--- src/rtl/ps2_dir_queue_pkg.sv ---
// ============================================================================
// ps2_dir_queue_pkg : shared encodings for the PS/2 direction queue
// Rev 1.0
// ============================================================================
`default_nettype none

package ps2_dir_queue_pkg;

    typedef enum logic [1:0] {
        DIR_UP    = 2'b00,
        DIR_DOWN  = 2'b01,
        DIR_LEFT  = 2'b10,
        DIR_RIGHT = 2'b11
    } dir_e;

    localparam logic [7:0] SC_EXT   = 8'hE0;
    localparam logic [7:0] SC_BRK   = 8'hF0;
    localparam logic [7:0] SC_UP    = 8'h75;
    localparam logic [7:0] SC_DOWN  = 8'h72;
    localparam logic [7:0] SC_LEFT  = 8'h6B;
    localparam logic [7:0] SC_RIGHT = 8'h74;
    localparam logic [7:0] SC_SPACE = 8'h29;

    typedef enum logic [1:0] {
        ST_IDLE    = 2'd0,
        ST_EXT     = 2'd1,
        ST_BRK     = 2'd2,
        ST_EXT_BRK = 2'd3
    } dec_state_e;

    // Up/down and left/right differ only in the LSB of their encoding.
    function automatic dir_e dir_opposite(input dir_e d);
        return dir_e'(d ^ 2'b01);
    endfunction

    // Held vector is ordered {up,down,left,right}.
    function automatic logic [3:0] dir_held_mask(input dir_e d);
        return 4'b1000 >> d;
    endfunction

endpackage

`default_nettype wire

--- src/rtl/ps2_dir_queue_if.sv ---
// ============================================================================
// ps2_dir_queue_if : scan-code input, queue consumer and status signals
// Rev 1.0
// ============================================================================
`default_nettype none

interface ps2_dir_queue_if;
    import ps2_dir_queue_pkg::*;

    logic       ps2_done;
    logic [7:0] ps2_data;
    logic       pop;
    logic       dir_valid;
    dir_e       dir_code;
    logic [3:0] held;
    logic       pause_toggle;
    logic       overflow;

    modport master (
        output ps2_done, ps2_data, pop,
        input  dir_valid, dir_code, held, pause_toggle, overflow
    );

    modport slave (
        input  ps2_done, ps2_data, pop,
        output dir_valid, dir_code, held, pause_toggle, overflow
    );

endinterface

`default_nettype wire

--- src/rtl/ps2_dir_queue_sync_fifo.sv ---
// ============================================================================
// ps2_dir_queue_sync_fifo : single-clock FIFO, power-of-two depth
// Rev 1.0
// ============================================================================
`default_nettype none

module ps2_dir_queue_sync_fifo #(
    parameter int WIDTH = 2,
    parameter int DEPTH = 4
) (
    input  wire logic                     clk,
    input  wire logic                     rst,
    input  wire logic                     push,
    input  wire logic [WIDTH-1:0]         din,
    input  wire logic                     pop,
    output logic      [WIDTH-1:0]         dout,
    output logic                          full,
    output logic                          empty,
    output logic      [$clog2(DEPTH):0]   count
);

    localparam int AW = $clog2(DEPTH);

    logic [WIDTH-1:0] mem_q [DEPTH];
    logic [WIDTH-1:0] mem_d [DEPTH];
    logic [AW-1:0]    wr_ptr_q, wr_ptr_d;
    logic [AW-1:0]    rd_ptr_q, rd_ptr_d;
    logic [AW:0]      count_q, count_d;
    logic             pop_ok;
    logic             push_ok;

    assign full    = (count_q == (AW+1)'(DEPTH));
    assign empty   = (count_q == '0);
    assign count   = count_q;
    assign dout    = mem_q[rd_ptr_q];
    assign pop_ok  = pop && !empty;
    // A full FIFO still takes a push when the head leaves in the same cycle.
    assign push_ok = push && (!full || pop_ok);

    always_comb begin
        mem_d    = mem_q;
        wr_ptr_d = wr_ptr_q;
        rd_ptr_d = rd_ptr_q;
        if (push_ok) begin
            mem_d[wr_ptr_q] = din;
            wr_ptr_d        = wr_ptr_q + AW'(1);
        end
        if (pop_ok) begin
            rd_ptr_d = rd_ptr_q + AW'(1);
        end
        count_d = count_q + (AW+1)'(push_ok) - (AW+1)'(pop_ok);
    end

    always_ff @(posedge clk or negedge rst) begin
        if (!rst) begin
            for (int i = 0; i < DEPTH; i++) begin
                mem_q[i] <= '0;
            end
            wr_ptr_q <= '0;
            rd_ptr_q <= '0;
            count_q  <= '0;
        end else begin
            mem_q    <= mem_d;
            wr_ptr_q <= wr_ptr_d;
            rd_ptr_q <= rd_ptr_d;
            count_q  <= count_d;
        end
    end

endmodule

`default_nettype wire

--- src/rtl/ps2_dir_queue.sv ---
// ============================================================================
// ps2_dir_queue : PS/2 set-2 arrow/space decoder feeding a direction queue
// Rev 1.0
// ============================================================================
`default_nettype none

module ps2_dir_queue
    import ps2_dir_queue_pkg::*;
#(
    parameter int FIFO_DEPTH       = 4,
    parameter int BLOCK_REVERSE    = 1,
    parameter int TYPEMATIC_FILTER = 1
) (
    input  wire logic       clk,
    input  wire logic       rst,
    ps2_dir_queue_if.slave  bus
);

    localparam int AW = $clog2(FIFO_DEPTH);

    dec_state_e state_q, state_d;
    logic [3:0] held_q, held_d;
    logic       space_held_q, space_held_d;
    dir_e       last_dir_q, last_dir_d;
    logic       last_vld_q, last_vld_d;
    logic       pause_q, pause_d;
    logic       ovf_q, ovf_d;

    logic       byte_decoded;
    logic       is_break;
    logic       key_is_dir;
    logic       key_is_space;
    dir_e       key_dir;
    logic [3:0] dir_mask;
    logic       dir_make;
    logic       dir_break;
    logic       dir_repeat;
    logic       dir_redundant;
    logic       push_req;
    logic       pop_ok;
    logic       dir_valid;

    logic [1:0] fifo_dout;
    logic       fifo_full;
    logic       fifo_empty;
    logic [AW:0] fifo_count;

    // State register
    always_ff @(posedge clk or negedge rst) begin
        if (!rst) begin
            state_q <= ST_IDLE;
        end else begin
            state_q <= state_d;
        end
    end

    // Next-state logic: only prefix bytes move away from IDLE
    always_comb begin
        state_d = state_q;
        if (bus.ps2_done) begin
            unique case (state_q)
                ST_IDLE: begin
                    if (bus.ps2_data == SC_EXT)      state_d = ST_EXT;
                    else if (bus.ps2_data == SC_BRK) state_d = ST_BRK;
                    else                             state_d = ST_IDLE;
                end
                ST_EXT:  state_d = (bus.ps2_data == SC_BRK) ? ST_EXT_BRK : ST_IDLE;
                default: state_d = ST_IDLE;
            endcase
        end
    end

    // Output logic: which strobes carry a key code, and of what kind
    always_comb begin
        byte_decoded = bus.ps2_done
                     && !((state_q == ST_IDLE) && (bus.ps2_data == SC_EXT || bus.ps2_data == SC_BRK))
                     && !((state_q == ST_EXT)  && (bus.ps2_data == SC_BRK));
        is_break     = (state_q == ST_BRK) || (state_q == ST_EXT_BRK);
        key_is_dir   = 1'b1;
        key_is_space = 1'b0;
        key_dir      = DIR_UP;
        case (bus.ps2_data)
            SC_UP:    key_dir = DIR_UP;
            SC_DOWN:  key_dir = DIR_DOWN;
            SC_LEFT:  key_dir = DIR_LEFT;
            SC_RIGHT: key_dir = DIR_RIGHT;
            SC_SPACE: begin
                key_is_dir   = 1'b0;
                key_is_space = 1'b1;
            end
            default:  key_is_dir = 1'b0;
        endcase
    end

    always_comb begin
        dir_mask      = dir_held_mask(key_dir);
        dir_make      = byte_decoded && !is_break && key_is_dir;
        dir_break     = byte_decoded &&  is_break && key_is_dir;
        dir_repeat    = (TYPEMATIC_FILTER != 0) && ((held_q & dir_mask) != 4'b0000);
        dir_redundant = last_vld_q && ((key_dir == last_dir_q)
                        || ((BLOCK_REVERSE != 0) && (key_dir == dir_opposite(last_dir_q))));
        push_req      = dir_make && !dir_repeat && !dir_redundant;
        pop_ok        = bus.pop && !fifo_empty;

        held_d = held_q;
        if (dir_make)  held_d = held_q |  dir_mask;
        if (dir_break) held_d = held_q & ~dir_mask;

        space_held_d = space_held_q;
        pause_d      = 1'b0;
        if (byte_decoded && key_is_space) begin
            if (is_break) begin
                space_held_d = 1'b0;
            end else begin
                space_held_d = 1'b1;
                pause_d      = !((TYPEMATIC_FILTER != 0) && space_held_q);
            end
        end

        // last_dir only follows entries that actually landed in the queue
        last_dir_d = last_dir_q;
        last_vld_d = last_vld_q;
        ovf_d      = 1'b0;
        if (push_req) begin
            if (!fifo_full || pop_ok) begin
                last_dir_d = key_dir;
                last_vld_d = 1'b1;
            end else begin
                ovf_d = 1'b1;
            end
        end
    end

    always_ff @(posedge clk or negedge rst) begin
        if (!rst) begin
            held_q       <= 4'b0000;
            space_held_q <= 1'b0;
            last_dir_q   <= DIR_UP;
            last_vld_q   <= 1'b0;
            pause_q      <= 1'b0;
            ovf_q        <= 1'b0;
        end else begin
            held_q       <= held_d;
            space_held_q <= space_held_d;
            last_dir_q   <= last_dir_d;
            last_vld_q   <= last_vld_d;
            pause_q      <= pause_d;
            ovf_q        <= ovf_d;
        end
    end

    ps2_dir_queue_sync_fifo #(
        .WIDTH (2),
        .DEPTH (FIFO_DEPTH)
    ) u_fifo (
        .clk   (clk),
        .rst   (rst),
        .push  (push_req),
        .din   (key_dir),
        .pop   (bus.pop),
        .dout  (fifo_dout),
        .full  (fifo_full),
        .empty (fifo_empty),
        .count (fifo_count)
    );

    assign dir_valid        = (fifo_count != '0);
    assign bus.dir_valid    = dir_valid;
    assign bus.dir_code     = dir_valid ? dir_e'(fifo_dout) : DIR_UP;
    assign bus.held         = held_q;
    assign bus.pause_toggle = pause_q;
    assign bus.overflow     = ovf_q;

endmodule

`default_nettype wire

--- src/flat_wrapper.sv ---
// flat-port wrapper written by rule: the top's interface ports become plain ports
module ps2_dir_queue_flat import ps2_dir_queue_pkg::*;
#(
    parameter int FIFO_DEPTH       = 4,
    parameter int BLOCK_REVERSE    = 1,
    parameter int TYPEMATIC_FILTER = 1
)
  (clk, rst, bus_ps2_done, bus_ps2_data, bus_pop, bus_dir_valid, bus_dir_code, bus_held, bus_pause_toggle, bus_overflow);
  ps2_dir_queue_if bus_i ();
  input  wire logic clk;
  input  wire logic rst;
  input wire logic [$bits(bus_i.ps2_done)-1:0] bus_ps2_done;
  input wire logic [$bits(bus_i.ps2_data)-1:0] bus_ps2_data;
  input wire logic [$bits(bus_i.pop)-1:0] bus_pop;
  output wire logic [$bits(bus_i.dir_valid)-1:0] bus_dir_valid;
  output wire logic [$bits(bus_i.dir_code)-1:0] bus_dir_code;
  output wire logic [$bits(bus_i.held)-1:0] bus_held;
  output wire logic [$bits(bus_i.pause_toggle)-1:0] bus_pause_toggle;
  output wire logic [$bits(bus_i.overflow)-1:0] bus_overflow;
  assign bus_i.ps2_done = bus_ps2_done;
  assign bus_i.ps2_data = bus_ps2_data;
  assign bus_i.pop = bus_pop;
  assign bus_dir_valid = bus_i.dir_valid;
  assign bus_dir_code = bus_i.dir_code;
  assign bus_held = bus_i.held;
  assign bus_pause_toggle = bus_i.pause_toggle;
  assign bus_overflow = bus_i.overflow;
  ps2_dir_queue #(.FIFO_DEPTH(FIFO_DEPTH), .BLOCK_REVERSE(BLOCK_REVERSE), .TYPEMATIC_FILTER(TYPEMATIC_FILTER)) u_core (.clk(clk), .rst(rst), .bus(bus_i));
endmodule
--- config.mk ---
export PLATFORM = sky130hd
export DESIGN_NAME = ps2_dir_queue_flat
export DESIGN_NICKNAME = d
export VERILOG_FILES = /design/src/rtl/ps2_dir_queue_pkg.sv /design/src/rtl/ps2_dir_queue_if.sv /design/src/rtl/ps2_dir_queue_sync_fifo.sv /design/src/rtl/ps2_dir_queue.sv /design/src/flat_wrapper.sv
export SDC_FILE = /design/constraint.sdc
export NUM_CORES = 1
export LEC_CHECK = 0
export BUFFER_PORTS_ARGS = -buffer_cell sky130_fd_sc_hd__buf_2
export CORE_UTILIZATION = 45
export DETAILED_ROUTE_END_ITERATION = 6
export GPL_TIMING_DRIVEN = 0
export PLACE_DENSITY = 0.65
export SLEW_MARGIN = 5
export SYNTH_ARGS = -nofsm -noshare
export SYNTH_HDL_FRONTEND = slang
export SYNTH_SLANG_ARGS = --single-unit
--- constraint.sdc ---
create_clock -name clk -period 4.3 [get_ports clk]
set_input_delay 0.215 -clock clk [delete_from_list [all_inputs] [get_ports clk]]
set_output_delay 0.215 -clock clk [all_outputs]
set_load 0.05 [all_outputs]
==> impl_metrics.tcl <==
set metrics [dict create \
    synth_edf_count 0 \
    placementRows 20 \
    ys_seq_elements 26 \
    final_cells 196 \
    finalMaxSlewViolations 0 \
    hold_viol 0 \
    hold_depth 3 \
    reg2reg_slack_ns 0.99 \
    endpoint_kind "flop" \
    clock_path_buffers 2 \
    pwr-share-seq_pct 51.1 \
    firstDrtPassIters 4 \
    status "complete, no violations" \
    yosysMostFrequentCell "dfrtp_1" \
    start_util_pct 47.6 \
    io_pins 21 \
    drive_gt1_share_pct 23.7 \
    combinationalPowerShare_pct 29.0 \
    yosys-top-cells-count "dfrtp_1 (26), nand2_1 (10), mux2_1 (9)" \
    antenna_found_initial 0 \
    synth_top_area_share_pct 44.8 \
    swShare_pct 34.6 \
    final-setup-viol-count 0 \
    rr_worst_depth 13 \
    num_antenna_cells 0 \
    grt_pass1_vias 939 \
    grt_usage_pct 16.2 \
    post_cts_resized 0 \
    rsz0062_at_grt "false" \
    synthArstFlopShare_pct 100 \
    nNetsFinal 172 \
    cap_viol_max_count 0 \
    rr_startpoint "u_core.state_q[1]" \
    cp_data_arrival_time_ns 3.54 \
    ys_seq_area_share_pct 44.8 \
    cell_internal_pwr_uw 419 \
    post-route-min-period_ns 3.31 \
    avgSynthCellArea_um2 11.4 \
    worstSetupPathType "flop to flop" \
    placed_area_mm2 0.00161 \
    grt_pass1_wl_um 4250 \
    synth_ff_type "dfrtp_1" \
    clockRootBuffer "clkbuf_4" \
    routed_wl_um 2520 \
    ys.warnings.count 0 \
    via_count 1036 \
    met2_usage_pct 27.1 \
    critPathLaunchType "flop" \
    synth_cell_types 41 \
    routed_via_density 5.29 \
    syn_inst 127 \
    clk_latency_ns 0.32 \
    ctsHoldBuffers 1 \
    p_leak_uw 0.000796 \
    placement.io_buffers 20 \
    dieHeight_um 58.8 \
    dieArea_mm2 0.00346 \
    yosys.area.top_type "dfrtp_1" \
    ant_nets 0 \
    drc 0 \
    grtUsageMet3_pct 1.98 \
    top_usage_layer "met2" \
    period_share_pct 76.9 \
    numCtsBuffers 3 \
    synthTopCellsByArea "dfrtp_1 (45%), mux2_1 (7.0%), ha_1 (5.2%)" \
    grt_max_degree 27 \
    worst_clock_skew_ns 0.00137 \
    core_mm2 0.00305 \
    power_density_mw_per_mm2 387 \
    relSlewSlack_pct 46.9 \
    met1_usage_pct 21.6 \
    fmaxAchievable_mhz 302 \
    power.switching_uw 221 \
    rr_endpoint "u_core.u_fifo.count[2]" \
    ir_drop_mv 0.199 \
    holdCritPathClass "input port to flop" \
    place_hpwl_um 1990 \
    gp_congestion 0.718 \
    dpl.cell_count 191 \
    fin_area_mm2 0.00165 \
    cts_tree "built" \
    die_w_um 58.8 \
    hp-start "bus_ps2_done" \
    cts.clk_slew.worst_paths_ns 0.15 \
    area_delta_synth_final_pct 13.9 \
    h-tree-depth 1 \
    clkPwrFrac_pct 19.9 \
    critPathRequiredTime_ns 4.53 \
    gr-total-overflow 0 \
    cts_setup_buffers 0 \
    synth_nets 146 \
    tightest_slew_ns 0.785 \
    synth_area_mm2 0.00145 \
    clock_sinks 26 \
    critical_path.max_fanout 10 \
    wl_per_cell_um 12.8 \
    drtIter0Drc 25 \
    fin_setup_tns_ns 0 \
]
==> power by group through the flow <==
stage,Sequential [µW],Clock [µW],Combinational [µW]
after CTS,328,130,190
after detailed placement,333,0,189
after global placement,330,0,183
after global routing,333,140,211
final,327,127,186
after floorplan,332,0,138
==> placed cells by master, fill, tap and decap left out, types with 2 or more instances in the layout <==
cell type,n
nor2b_1,4
xnor2_1,4
buf_2,20
clkbuf_4,3
inv_1,7
and3_1,2
a22o_1,2
o21ai_0,6
nand3_1,4
nor4bb_1,2
mux2_1,9
and2_1,3
or3_1,4
nor2_1,2
nand2_1,10
ha_1,6
dfrtp_1,26
nor3_1,2
o31ai_1,2
nand2b_1,2
nand4_1,2
mux4_2,2
or2_1,2
nand3_2,4
xor2_1,2
==> per-layer routing <==
layer,routed length (µm),up-vias,part of all wire [%]
met5,0,-,0
met4,19,0,0.75
met3,86,2,3.4
met2,1190,16,47
met1,1220,510,49
li1,-,508,-
==> kinds of logic (layout without fill, tap and decap cells) <==
family,count (synthesis),count (layout),synth area share (%)
AOI/OAI and AO/OA,16,16,7.58
xor gates and xnor gates,6,6,3.62
adders and majority gates,7,7,6.55
buffers and inverters,10,35,3.36
DFF,26,26,44.8
muxes,11,11,10.1
and+or+nand+nor,51,51,24.0
==> final cells by class <==
cell class / instances / area [µm²]
Timing Repair Buffer: 21 / 110
Fill cell: 279 / 1400
Clock buffer: 4 / 36.3
Tap cell: 44 / 55.1
Buffer: 3 / 22.5
Sequential cell: 26 / 651
Inverter: 7 / 26.3
Multi-Input combinational cell: 91 / 753
==> worst max-delay path, stage by stage, from the launching register on <==
cell and delay [ns]:
dfrtp_1 0.36, buf_4 0.15, nor4bb_1 0.07, a41o_1 0.22, buf_6 0.14, a311o_1 0.36, or2_1 0.30, or3_1 0.41
ha_1 0.30, inv_1 0.04, ha_1 0.20, fa_1 0.40, xor2_1 0.16, xnor2_1 0.12
==> worst max path at each step <==
stage | end | slack (ns) | startpoint | cells after the start
CTS | u_core.u_fifo.count[2] | 0.96 | u_core.state_q[1] | 13
floorplan | u_core.u_fifo.count[2] | 1.14 | flop | 10
global placement | u_core.u_fifo.count[2] | 1.04 | u_core.state_q[1] | 13
global route | u_core.u_fifo.count[2] | 0.83 | u_core.state_q[1] | 13
detailed placement | u_core.u_fifo.count[2] | 0.98 | bus_ps2_data[7] | 12
finish | u_core.u_fifo.count[2] | 0.99 | u_core.state_q[1] | 13
==> per-stage QoR <==
step	hold WS, ns	utilization (%)	total power [µW]	worst slack, ns
6_report	0.189	54.2	641	0.992
5_1_grt	0.216	54.2	684	0.827
4_1_cts	0.183	54.2	649	0.957
2_1_floorplan	-0.0806	-	471	1.14
3_5_place_dp	0.261	52.7	522	0.976
3_3_place_gp	0.254	52.7	513	1.04
No activity file was read; power rests on OpenSTA's default activity.
